[config.mk]
export PLATFORM = sky130hd
export DESIGN_NAME = uart_tx_buffered_flat
export DESIGN_NICKNAME = d
export VERILOG_FILES = /design/src/rtl/uart_pkg.sv /design/src/rtl/uart_tx_buffered_if.sv /design/src/rtl/uart_sync_fifo.sv /design/src/rtl/uart_tx_buffered.sv /design/src/flat_wrapper.sv
export SDC_FILE = /design/constraint.sdc
export NUM_CORES = 1
export LEC_CHECK = 0
export ABC_AREA = 0
export CELL_PAD_IN_SITES_DETAIL_PLACEMENT = 1
export CELL_PAD_IN_SITES_GLOBAL_PLACEMENT = 2
export CORE_AREA = 10 10 123 125
export CTS_BUF_LIST = sky130_fd_sc_hd__clkbuf_16
export DETAILED_ROUTE_END_ITERATION = 8
export DIE_AREA = 0 0 133 135
export GPL_ROUTABILITY_DRIVEN = 0
export PLACE_DENSITY = 0.86
export SYNTH_ARGS = -nofsm -noshare
export SYNTH_HDL_FRONTEND = slang
export SYNTH_HIERARCHICAL = 1
export SYNTH_SLANG_ARGS = --single-unit
[constraint.sdc]
create_clock -name i_Clock -period 3.3 [get_ports i_Clock]
set_input_delay 0.33 -clock i_Clock [delete_from_list [all_inputs] [get_ports i_Clock]]
set_output_delay 0.33 -clock i_Clock [all_outputs]
set_load 0.005 [all_outputs]
[src/rtl/uart_pkg.sv]
// Shared UART definitions: transmitter FSM states and the parity-select helper,
// kept common so the matching receiver computes parity identically.
package uart_pkg;

  typedef enum logic [2:0] {
    TX_IDLE   = 3'd0,
    TX_START  = 3'd1,
    TX_DATA   = 3'd2,
    TX_PARITY = 3'd3,
    TX_STOP   = 3'd4
  } tx_state_t;

  localparam logic PARITY_SEL_EVEN = 1'b0;
  localparam logic PARITY_SEL_ODD  = 1'b1;

  // Even parity makes the total count of ones even; odd inverts it.
  function automatic logic parity_bit(input logic [7:0] data, input logic sel);
    logic p;
    p = ^data;
    if (sel == PARITY_SEL_ODD) begin
      return ~p;
    end else begin
      return p;
    end
  endfunction

endpackage

[src/rtl/uart_tx_buffered_if.sv]
// Host-side byte handshake and serial/status signals of the buffered UART transmitter.
interface uart_tx_buffered_if #(
  parameter int FIFO_DEPTH = 8
) ();

  logic                          i_TX_Valid;
  logic [7:0]                    i_TX_Byte;
  logic                          o_TX_Ready;
  logic                          o_TX_Serial;
  logic                          o_TX_Active;
  logic                          o_TX_Done;
  logic [$clog2(FIFO_DEPTH):0]   o_FIFO_Count;

  modport master (
    output i_TX_Valid, i_TX_Byte,
    input  o_TX_Ready, o_TX_Serial, o_TX_Active, o_TX_Done, o_FIFO_Count
  );

  modport slave (
    input  i_TX_Valid, i_TX_Byte,
    output o_TX_Ready, o_TX_Serial, o_TX_Active, o_TX_Done, o_FIFO_Count
  );

endinterface

[src/rtl/uart_sync_fifo.sv]
// Single-clock FIFO with fall-through read data and a registered ready flag that
// mirrors "not full" and is held low while in reset.
module uart_sync_fifo #(
  parameter int WIDTH = 8,
  parameter int DEPTH = 8
) (
  input  logic                     i_clk,
  input  logic                     i_rst_n,
  input  logic                     i_push,
  input  logic                     i_pop,
  input  logic [WIDTH-1:0]         i_data,
  output logic [WIDTH-1:0]         o_data,
  output logic                     o_ready,
  output logic                     o_full,
  output logic                     o_empty,
  output logic [$clog2(DEPTH):0]   o_count
);

  localparam int AW = $clog2(DEPTH);
  localparam int CW = AW + 1;
  localparam logic [CW-1:0] COUNT_FULL = CW'(DEPTH);

  logic [WIDTH-1:0] r_mem [DEPTH];
  logic [AW-1:0]    r_wr_ptr;
  logic [AW-1:0]    r_rd_ptr;
  logic [CW-1:0]    r_count;
  logic [CW-1:0]    w_count_next;
  logic             r_ready;
  logic             w_full;
  logic             w_empty;
  logic             w_do_push;
  logic             w_do_pop;

  // Occupancy flags and next count; simultaneous push and pop leave the count unchanged.
  always_comb begin
    w_full    = (r_count == COUNT_FULL);
    w_empty   = (r_count == {CW{1'b0}});
    w_do_push = i_push & ~w_full;
    w_do_pop  = i_pop & ~w_empty;
    case ({w_do_push, w_do_pop})
      2'b10:   w_count_next = r_count + CW'(1);
      2'b01:   w_count_next = r_count - CW'(1);
      default: w_count_next = r_count;
    endcase
  end

  // Storage, pointers, count and the registered ready flag.
  always_ff @(posedge i_clk or negedge i_rst_n) begin
    if (!i_rst_n) begin
      for (int i = 0; i < DEPTH; i++) begin
        r_mem[i] <= {WIDTH{1'b0}};
      end
      r_wr_ptr <= {AW{1'b0}};
      r_rd_ptr <= {AW{1'b0}};
      r_count  <= {CW{1'b0}};
      r_ready  <= 1'b0;
    end else begin
      if (w_do_push) begin
        r_mem[r_wr_ptr] <= i_data;
        r_wr_ptr        <= r_wr_ptr + AW'(1);
      end else begin
        r_wr_ptr <= r_wr_ptr;
      end
      if (w_do_pop) begin
        r_rd_ptr <= r_rd_ptr + AW'(1);
      end else begin
        r_rd_ptr <= r_rd_ptr;
      end
      r_count <= w_count_next;
      r_ready <= (w_count_next != COUNT_FULL);
    end
  end

  assign o_data  = r_mem[r_rd_ptr];
  assign o_ready = r_ready;
  assign o_full  = w_full;
  assign o_empty = w_empty;
  assign o_count = r_count;

endmodule

[src/rtl/uart_tx_buffered.sv]
// Buffered UART transmitter: byte FIFO feeding an 8-bit serialiser with optional
// parity and one or two stop bits; consecutive queued bytes go out with no idle gap.
module uart_tx_buffered
  import uart_pkg::*;
#(
  parameter int CLKS_PER_BIT = 217,
  parameter int FIFO_DEPTH   = 8,
  parameter int PARITY_EN    = 0,
  parameter int PARITY_ODD   = 0,
  parameter int STOP_BITS    = 1
) (
  input  logic               i_Clock,
  input  logic               i_Rst_n,
  uart_tx_buffered_if.slave  tx_if
);

  localparam int BW = $clog2(CLKS_PER_BIT);
  localparam int CW = $clog2(FIFO_DEPTH) + 1;
  localparam logic [BW-1:0] BAUD_LAST = BW'(CLKS_PER_BIT - 1);
  localparam logic [2:0]    STOP_LAST = 3'(STOP_BITS - 1);
  localparam logic          PAR_SEL   = (PARITY_ODD != 0) ? PARITY_SEL_ODD : PARITY_SEL_EVEN;

  localparam logic [2:0] S_IDLE   = 3'(TX_IDLE);
  localparam logic [2:0] S_START  = 3'(TX_START);
  localparam logic [2:0] S_DATA   = 3'(TX_DATA);
  localparam logic [2:0] S_PARITY = 3'(TX_PARITY);
  localparam logic [2:0] S_STOP   = 3'(TX_STOP);
  localparam logic [2:0] S_AFTER_DATA = (PARITY_EN != 0) ? S_PARITY : S_STOP;

  logic [2:0]    r_state;
  logic [BW-1:0] r_baud;
  logic [2:0]    r_bit_idx;
  logic [7:0]    r_shift;
  logic          r_parity;
  logic          r_serial;
  logic          r_active;
  logic          r_stop_end;
  logic          r_done;

  logic [7:0]    w_head;
  logic          w_ready;
  logic          w_full;
  logic          w_empty;
  logic [CW-1:0] w_count;
  logic          w_push;
  logic          w_pop;
  logic          w_bit_end;
  logic          w_stop_end;
  logic          w_line;

  uart_sync_fifo #(
    .WIDTH (8),
    .DEPTH (FIFO_DEPTH)
  ) u_fifo (
    .i_clk   (i_Clock),
    .i_rst_n (i_Rst_n),
    .i_push  (w_push),
    .i_pop   (w_pop),
    .i_data  (tx_if.i_TX_Byte),
    .o_data  (w_head),
    .o_ready (w_ready),
    .o_full  (w_full),
    .o_empty (w_empty),
    .o_count (w_count)
  );

  // Bit timing, pop decision and the line level implied by the current state.
  always_comb begin
    w_push     = tx_if.i_TX_Valid & w_ready & ~w_full;
    w_bit_end  = (r_baud == BAUD_LAST);
    w_stop_end = (r_state == S_STOP) && w_bit_end && (r_bit_idx == STOP_LAST);
    w_pop      = ((r_state == S_IDLE) || w_stop_end) && !w_empty;
    case (r_state)
      S_IDLE:   w_line = 1'b1;
      S_START:  w_line = 1'b0;
      S_DATA:   w_line = r_shift[r_bit_idx];
      S_PARITY: w_line = r_parity;
      S_STOP:   w_line = 1'b1;
      default:  w_line = 1'b1;
    endcase
  end

  // Frame sequencer: baud counter, bit index and state; loads the next byte on pop.
  always_ff @(posedge i_Clock or negedge i_Rst_n) begin
    if (!i_Rst_n) begin
      r_state   <= S_IDLE;
      r_baud    <= {BW{1'b0}};
      r_bit_idx <= 3'd0;
      r_shift   <= 8'h00;
      r_parity  <= 1'b0;
    end else begin
      if (w_pop) begin
        r_shift  <= w_head;
        r_parity <= parity_bit(w_head, PAR_SEL);
      end else begin
        r_shift  <= r_shift;
        r_parity <= r_parity;
      end
      case (r_state)
        S_IDLE: begin
          r_baud    <= {BW{1'b0}};
          r_bit_idx <= 3'd0;
          r_state   <= w_pop ? S_START : S_IDLE;
        end
        S_START: begin
          if (w_bit_end) begin
            r_baud    <= {BW{1'b0}};
            r_bit_idx <= 3'd0;
            r_state   <= S_DATA;
          end else begin
            r_baud <= r_baud + BW'(1);
          end
        end
        S_DATA: begin
          if (w_bit_end) begin
            r_baud    <= {BW{1'b0}};
            r_bit_idx <= r_bit_idx + 3'd1;
            if (r_bit_idx == 3'd7) begin
              r_state <= S_AFTER_DATA;
            end else begin
              r_state <= S_DATA;
            end
          end else begin
            r_baud <= r_baud + BW'(1);
          end
        end
        S_PARITY: begin
          if (w_bit_end) begin
            r_baud    <= {BW{1'b0}};
            r_bit_idx <= 3'd0;
            r_state   <= S_STOP;
          end else begin
            r_baud <= r_baud + BW'(1);
          end
        end
        S_STOP: begin
          // The bit index doubles as the stop-bit counter here.
          if (w_bit_end) begin
            r_baud <= {BW{1'b0}};
            if (w_stop_end) begin
              r_bit_idx <= 3'd0;
              r_state   <= w_pop ? S_START : S_IDLE;
            end else begin
              r_bit_idx <= r_bit_idx + 3'd1;
            end
          end else begin
            r_baud <= r_baud + BW'(1);
          end
        end
        default: begin
          r_state   <= S_IDLE;
          r_baud    <= {BW{1'b0}};
          r_bit_idx <= 3'd0;
        end
      endcase
    end
  end

  // Registered outputs, one cycle behind the sequencer; done trails the last stop cycle.
  always_ff @(posedge i_Clock or negedge i_Rst_n) begin
    if (!i_Rst_n) begin
      r_serial   <= 1'b1;
      r_active   <= 1'b0;
      r_stop_end <= 1'b0;
      r_done     <= 1'b0;
    end else begin
      r_serial   <= w_line;
      r_active   <= (r_state != S_IDLE);
      r_stop_end <= w_stop_end;
      r_done     <= r_stop_end;
    end
  end

  assign tx_if.o_TX_Ready   = w_ready;
  assign tx_if.o_TX_Serial  = r_serial;
  assign tx_if.o_TX_Active  = r_active;
  assign tx_if.o_TX_Done    = r_done;
  assign tx_if.o_FIFO_Count = w_count;

endmodule
[src/flat_wrapper.sv]
// flat-port wrapper written by rule: the top's interface ports become plain ports
module uart_tx_buffered_flat import uart_pkg::*;
#(
  parameter int CLKS_PER_BIT = 217,
  parameter int FIFO_DEPTH   = 8,
  parameter int PARITY_EN    = 0,
  parameter int PARITY_ODD   = 0,
  parameter int STOP_BITS    = 1
)
  (i_Clock, i_Rst_n, tx_if_i_TX_Valid, tx_if_i_TX_Byte, tx_if_o_TX_Ready, tx_if_o_TX_Serial, tx_if_o_TX_Active, tx_if_o_TX_Done, tx_if_o_FIFO_Count);
  uart_tx_buffered_if #(.FIFO_DEPTH(FIFO_DEPTH)) tx_if_i ();
  input  logic i_Clock;
  input  logic i_Rst_n;
  input wire logic [$bits(tx_if_i.i_TX_Valid)-1:0] tx_if_i_TX_Valid;
  input wire logic [$bits(tx_if_i.i_TX_Byte)-1:0] tx_if_i_TX_Byte;
  output wire logic [$bits(tx_if_i.o_TX_Ready)-1:0] tx_if_o_TX_Ready;
  output wire logic [$bits(tx_if_i.o_TX_Serial)-1:0] tx_if_o_TX_Serial;
  output wire logic [$bits(tx_if_i.o_TX_Active)-1:0] tx_if_o_TX_Active;
  output wire logic [$bits(tx_if_i.o_TX_Done)-1:0] tx_if_o_TX_Done;
  output wire logic [$bits(tx_if_i.o_FIFO_Count)-1:0] tx_if_o_FIFO_Count;
  assign tx_if_i.i_TX_Valid = tx_if_i_TX_Valid;
  assign tx_if_i.i_TX_Byte = tx_if_i_TX_Byte;
  assign tx_if_o_TX_Ready = tx_if_i.o_TX_Ready;
  assign tx_if_o_TX_Serial = tx_if_i.o_TX_Serial;
  assign tx_if_o_TX_Active = tx_if_i.o_TX_Active;
  assign tx_if_o_TX_Done = tx_if_i.o_TX_Done;
  assign tx_if_o_FIFO_Count = tx_if_i.o_FIFO_Count;
  uart_tx_buffered #(.CLKS_PER_BIT(CLKS_PER_BIT), .FIFO_DEPTH(FIFO_DEPTH), .PARITY_EN(PARITY_EN), .PARITY_ODD(PARITY_ODD), .STOP_BITS(STOP_BITS)) u_core (.i_Clock(i_Clock), .i_Rst_n(i_Rst_n), .tx_if(tx_if_i));
endmodule
==> impl_metrics.ini, run 1 <==
[sta]
rsz0062_at_grt = no
hold_ws_ps = 173
tightestPinTransition_ps = 1060
finalHoldViolations = 0
finalCriticalPeriod_ps = 3090
min_period_over_period_pct = 93.8
fin_ws_ps = 206
fin_skew_ps = 12.1
slew_headroom_pct = 29.0
max_freq_mhz = 323
fin_setup_tns_ps = 0
maxSlewViolCount = 0
setup_violations = 0

[final_layout]
num_antenna_cells = 0
fillers = 1293
final_cell_mix = 101 x dfrtp_1, 75 x mux2_2, 18 x mux4_2
drive_above_1_share_pct = 40.6
final_nets = 390
layout_commonest_cell = dfrtp_1
final_area_um2 = 5630
finalCoreUtilization_pct = 44.8
fin_cells = 544
area_growth_pct = 14.1

[yosys]
synth_ff_type = dfrtp_1
synth_top_cell_area_share_pct = 51.2
synth-adder-area-share_pct = 2.94
synth_simple_gate_area_share_pct = 8.77
synth_compound_area_share_pct = 2.66
synth_edf_count = 0
syn_area_per_cell_um2 = 14.4
synth_seq_area_share_pct = 51.7
synthTopCellsByArea = dfrtp_1 51%, mux2_2 17%, mux4_2 8.2%
yosysTopAreaCell = dfrtp_1
syn_inst = 342
yosys.area_share.xor_xnor_pct = 3.37
ys_seq_elements = 102
syn-cell-area_um2 = 4940
syn_nets = 364
async_reset_ff_share_pct = 100
synth_mux_area_share_pct = 27.7
synth_top_family_by_area = multiplexers
ys_types = 51
yosysWarnings = 6

[clocking]
htree_levels = 3
hold_buffers = 0
root_buffer = clkbuf_16
clkTransAtPathRegs_ps = 70
clock_path_buffers = 2
numCtsBuffers = 9
clk_latency_ps = 350
cts.sinks = 102
cts_tree = yes

[die]
ios = 19
dieArea_um2 = 18000
die_x_um = 133
coreArea_um2 = 12600
die_h_um = 135
start_util_pct = 39.3
rows = 41

[placement]
dp_slack_ps = 76.9
placed_cell_area_um2 = 5320
place_inst = 527
place.port_buffers = 18
dpl.hpwl_um = 6500

[global_routing]
grt_pass1_vias = 3157
grt.total_usage_pct = 11.7
antenna_found_initial = 0
grt_pass1_wl_um = 16700
gr-total-overflow = 0
grt_max_degree = 85

[routing]
vias = 2834
dr.pass1.iters = 4
drtIter0Drc = 135
routedWlPerCell_um = 18.5
antenna_left = 0
drcViolationCount = 0
postRouteWirelength_um = 10100
vias_per_cell = 5.21

[hold_path]
hold_path.class = input pin to asynchronous set/reset pin

[worst_setup_path]
end_kind = register
path_class = register to register
worst-r2r-setup-slack_ps = 210
r2r_cells = 13
crit_arrival_ps = 3330
r2r-start = u_core/r_bit_idx[1]
critPathRequiredTime_ps = 3530
start_kind = register
critPathMaxFanout = 3
reg2reg_to = u_core/u_fifo/o_count[3]

[pwr]
peakVddDrop_mv = 0.434
p_leak_nw = 2.38
powerDensity_nw_per_um2 = 777
p_total_mw = 4.38

[job]
maxCapViolCount = 0

[outcome]
outcome = completed
-- flip-flops by register name, indices dropped and copies added, names as in the netlist, 3 cells and up --
register,cells
u_core/r_bit_idx,3
u_core/r_state,3
u_core/r_shift,8
u_core/u_fifo/r_rd_ptr,3
u_core/u_fifo/r_wr_ptr,3
u_core/u_fifo/o_count,4
u_core/u_fifo/r_mem,64
u_core/r_baud,8
-- cells in the mapped netlist, types with 2 or more instances --
cell and n:
nand3_2 2, nor2_1 12, mux4_2 18, nor3_1 2, nor4_1 2, mux2_2 75, o21ai_0 4, nor3b_4 2
dfrtp_1 101, and3_1 4, ha_1 10, nand4b_1 2, clkbuf_1 5, a22o_1 2, mux2_4 8, or2_2 2
inv_1 13, buf_1 3, nand3_1 7, buf_2 4, xnor2_1 12, xor2_1 7, a21oi_1 4, nand4b_2 2
nand2_1 13
-- report_power, final --
group | total [mW] | switching, mW | internal [mW]
Clock | 0.989 | 0.476 | 0.513
Combinational | 1.40 | 0.533 | 0.869
Sequential | 1.99 | 0.290 | 1.70
-- worst max-delay path, stage by stage, from the launching register on --
cell and delay, ps:
dfrtp_1 400, inv_1 90, ha_1 170, or4b_4 470
nor4_4 300, o21ba_4 180, nand2b_1 100, inv_2 110
ha_4 160, ha_4 210, a21oi_2 140, a21oi_1 90
o31a_1 280, or2_2 290
-- per-layer routing --
layer | global-route usage (%) | part of all wire (%) | up-vias
met4 | 3.12 | 0.91 | 0
li1 | - | - | 1281
met2 | 20.4 | 52 | 31
met1 | 13.8 | 45 | 1516
met3 | 3.34 | 2.5 | 6
met5 | 0 | 0 | -
-- cell families (layout without fill, tap and decap cells) --
kind of cell             after synthesis  count (layout)
flip-flops                           102             102
multiplexers                         101             101
AND/OR/NAND/NOR                       63              63
buffers and inverters                 28              58
XOR/XNOR                              19              19
AO/OA/AOI/OAI                         18              18
adder cells (fa/ha/maj)               11              11
-- how the worst max path moves through the flow --
| stage | slack [ps] | startpoint | end |
|---|---|---|---|
| final | 210 | u_core/r_bit_idx[1] | u_core/u_fifo/o_count[3] |
| after global routing | 20 | u_core/r_bit_idx[1] | u_core/u_fifo/o_ready |
| after CTS | 70 | u_core/r_bit_idx[1] | u_core/u_fifo/o_count[3] |
| after detailed placement | 80 | u_core/r_bit_idx[1] | u_core/u_fifo/o_count[3] |
| after global placement | 210 | u_core/r_bit_idx[1] | u_core/u_fifo/o_count[3] |
| after floorplan | 120 | u_core/r_bit_idx[0] | u_core/u_fifo/o_count[3] |
-- timing repair --
action,4_1_cts,5_1_grt
setup endpoints to repair,0,2
resized for setup,0,6
setup buffers,0,2
-- cell type report --
cell class / count / area (µm²) / area share, %
sequential: 102 / 2550 / 45.3
inverter: 13 / 48.8 / 0.866
timing repair buffer: 30 / 268 / 4.75
tap: 172 / 215 / 3.82
clock inverter: 6 / 45.0 / 0.800
multi-input combinational: 212 / 2280 / 40.4
clock buffer: 9 / 225 / 4.00
Power figures use the tool's default switching activity.
==> run 2, diff against run 1 <==
- PLACE_DENSITY: 0.86 -> 0.83
- SLEW_MARGIN: default -> 20
- clock period: 3.3 -> 3.52 ns (I/O delays scaled with it)
==> impl_metrics.ini, run 2 (same netlist as run 1, synthesis figures left out) <==
[outcome]
outcome = completed

[worst_setup_path]
path_class = register to register
reg2reg_to = u_core/u_fifo/o_count[3]
worst-r2r-setup-slack_ps = 220
worstSetupStartpoint = u_core/r_bit_idx[0]
r2r-start = u_core/r_bit_idx[0]
crit_arrival_ps = 3520
critPathMaxFanout = 4
end_kind = register
start_kind = register
r2r_cells = 13
crit_end = u_core/u_fifo/o_count[3]
critPathRequiredTime_ps = 3740

[sta]
finalHoldViolations = 0
maxSlewViolCount = 0
rsz0062_at_grt = no
max_freq_mhz = 303
hold_ws_ps = 351
setup_violations = 0
slew_headroom_pct = 56.9
finalCriticalPeriod_ps = 3300
tightestPinTransition_ps = 646
fin_skew_ps = 7.65
min_period_over_period_pct = 93.8
fin_setup_tns_ps = 0

[final_layout]
multiInputGateArea_um2 = 2250
finalCoreUtilization_pct = 44.6
layout_commonest_cell = dfrtp_1
area_growth_pct = 13.5
seqCellArea_um2 = 2550
final_nets = 387
final_cell_mix = 100 x dfrtp_1, 75 x mux2_2, 18 x mux4_2
drive_above_1_share_pct = 39.0
fillers = 1277
num_antenna_cells = 0
largest_reg_flops = 64
reg.largest.list = u_core/u_fifo/r_mem (64), u_core/r_baud (8), u_core/r_shift (8)
top_register = u_core/u_fifo/r_mem

[routing]
drtIter0Drc = 142
drcViolationCount = 0
routedWlPerCell_um = 18.8
dr.pass1.iters = 6
antenna_left = 0
vias = 2797
vias_per_cell = 5.17
postRouteWirelength_um = 10200

[global_routing]
gr-total-overflow = 0
grt.total_usage_pct = 11.7
antenna_found_initial = 0
grt_pass1_vias = 3074
grt_pass1_wl_um = 16700
grt_max_degree = 59

[die]
start_util_pct = 39.3
die_h_um = 135
dieArea_um2 = 18000
ios = 19
rows = 41
coreArea_um2 = 12600
die_x_um = 133

[clocking]
htree_levels = 3
numCtsBuffers = 9
root_buffer = clkbuf_16
clock_path_buffers = 2
cts_tree = yes
cts.sinks = 102
clkTransAtPathRegs_ps = 60
clk_latency_ps = 340

[pwr]
peakVddDrop_mv = 0.349
p_total_mw = 4.04
powerDensity_nw_per_um2 = 722
p_leak_nw = 2.38

[job]
maxCapViolCount = 0

[placement]
place.port_buffers = 18
dpl.hpwl_um = 6840

[hold_path]
hold_path.class = register to register
==> run 2: cell count changes in the layout (fill, tap and decap cells not counted), sizes merged <==
cell | previous run | this run
buf | 13 | 9
clkinv | 1 | 2
dlygate4sd3 | 0 | 1
inv | 16 | 15
==> run 2: per-layer routing <==
layer  part of all wire (%)  vias up  global-route usage (%)
met1                     45     1490                    14.1
li1                       -     1274                       -
met3                    2.3        7                    2.67
met4                   0.76        0                    2.93
met2                     52       26                    20.6
met5                      0        -                       0
==> run 2: critical path: stages, from the launching register on <==
cell      delay [ps]
dfrtp_2          440
inv_1            100
ha_1             170
or4b_4           470
nor4_4           270
o21ba_4          170
nand2b_1         100
inv_1            120
ha_2             210
ha_1             280
a21oi_2          160
a21oi_1          110
o31a_1           300
or2_2            290
==> run 2: report_power, final <==
group	switching [mW]	total, mW	leakage (nW)	internal [mW]
registers	0.281	1.87	1.25	1.59
clock network	0.416	0.890	0.127	0.474
logic	0.484	1.28	0.999	0.799
==> run 2: worst min path at each step <==
stage | start | cells past startpoint | endpoint
floorplan | i_Rst_n | 0 | u_core/r_baud[0]
global placement | u_core/r_stop_end | 0 | u_core/tx_if.o_TX_Done
detailed placement | i_Rst_n | 1 | u_core/r_baud[6]
CTS | u_core/r_stop_end | 0 | u_core/tx_if.o_TX_Done
global route | u_core/r_stop_end | 0 | u_core/tx_if.o_TX_Done
finish | u_core/r_stop_end | 0 | u_core/tx_if.o_TX_Done
==> run 2: per-stage QoR <==
| stage | instances | setup WS (ps) | area [µm²] |
|---|---|---|---|
| 3_5_place_dp | 524 | 202 | 5310 |
| 2_1_floorplan | 342 | 345 | 4940 |
| 4_1_cts | 540 | 194 | 5590 |
| 5_1_grt | 541 | 18.1 | 5600 |
| 6_report | 541 | 220 | 5600 |
| 3_3_place_gp | 523 | 359 | 5290 |
==> run 2: timing repair <==
item	CTS	global route
endpoints found under the hold margin	28	0
setup endpoints to repair	0	1
setup buffers	0	1
gates resized for setup	0	3
hold buffers	1	0
==> run 2: layout make-up <==
type | instances | area share, %
Sequential cell | 102 | 45.6
Tap cell | 172 | 3.84
Timing Repair Buffer | 27 | 4.78
Multi-Input combinational cell | 212 | 40.2
Inverter | 13 | 0.871
Clock inverter | 6 | 0.714
Clock buffer | 9 | 4.02
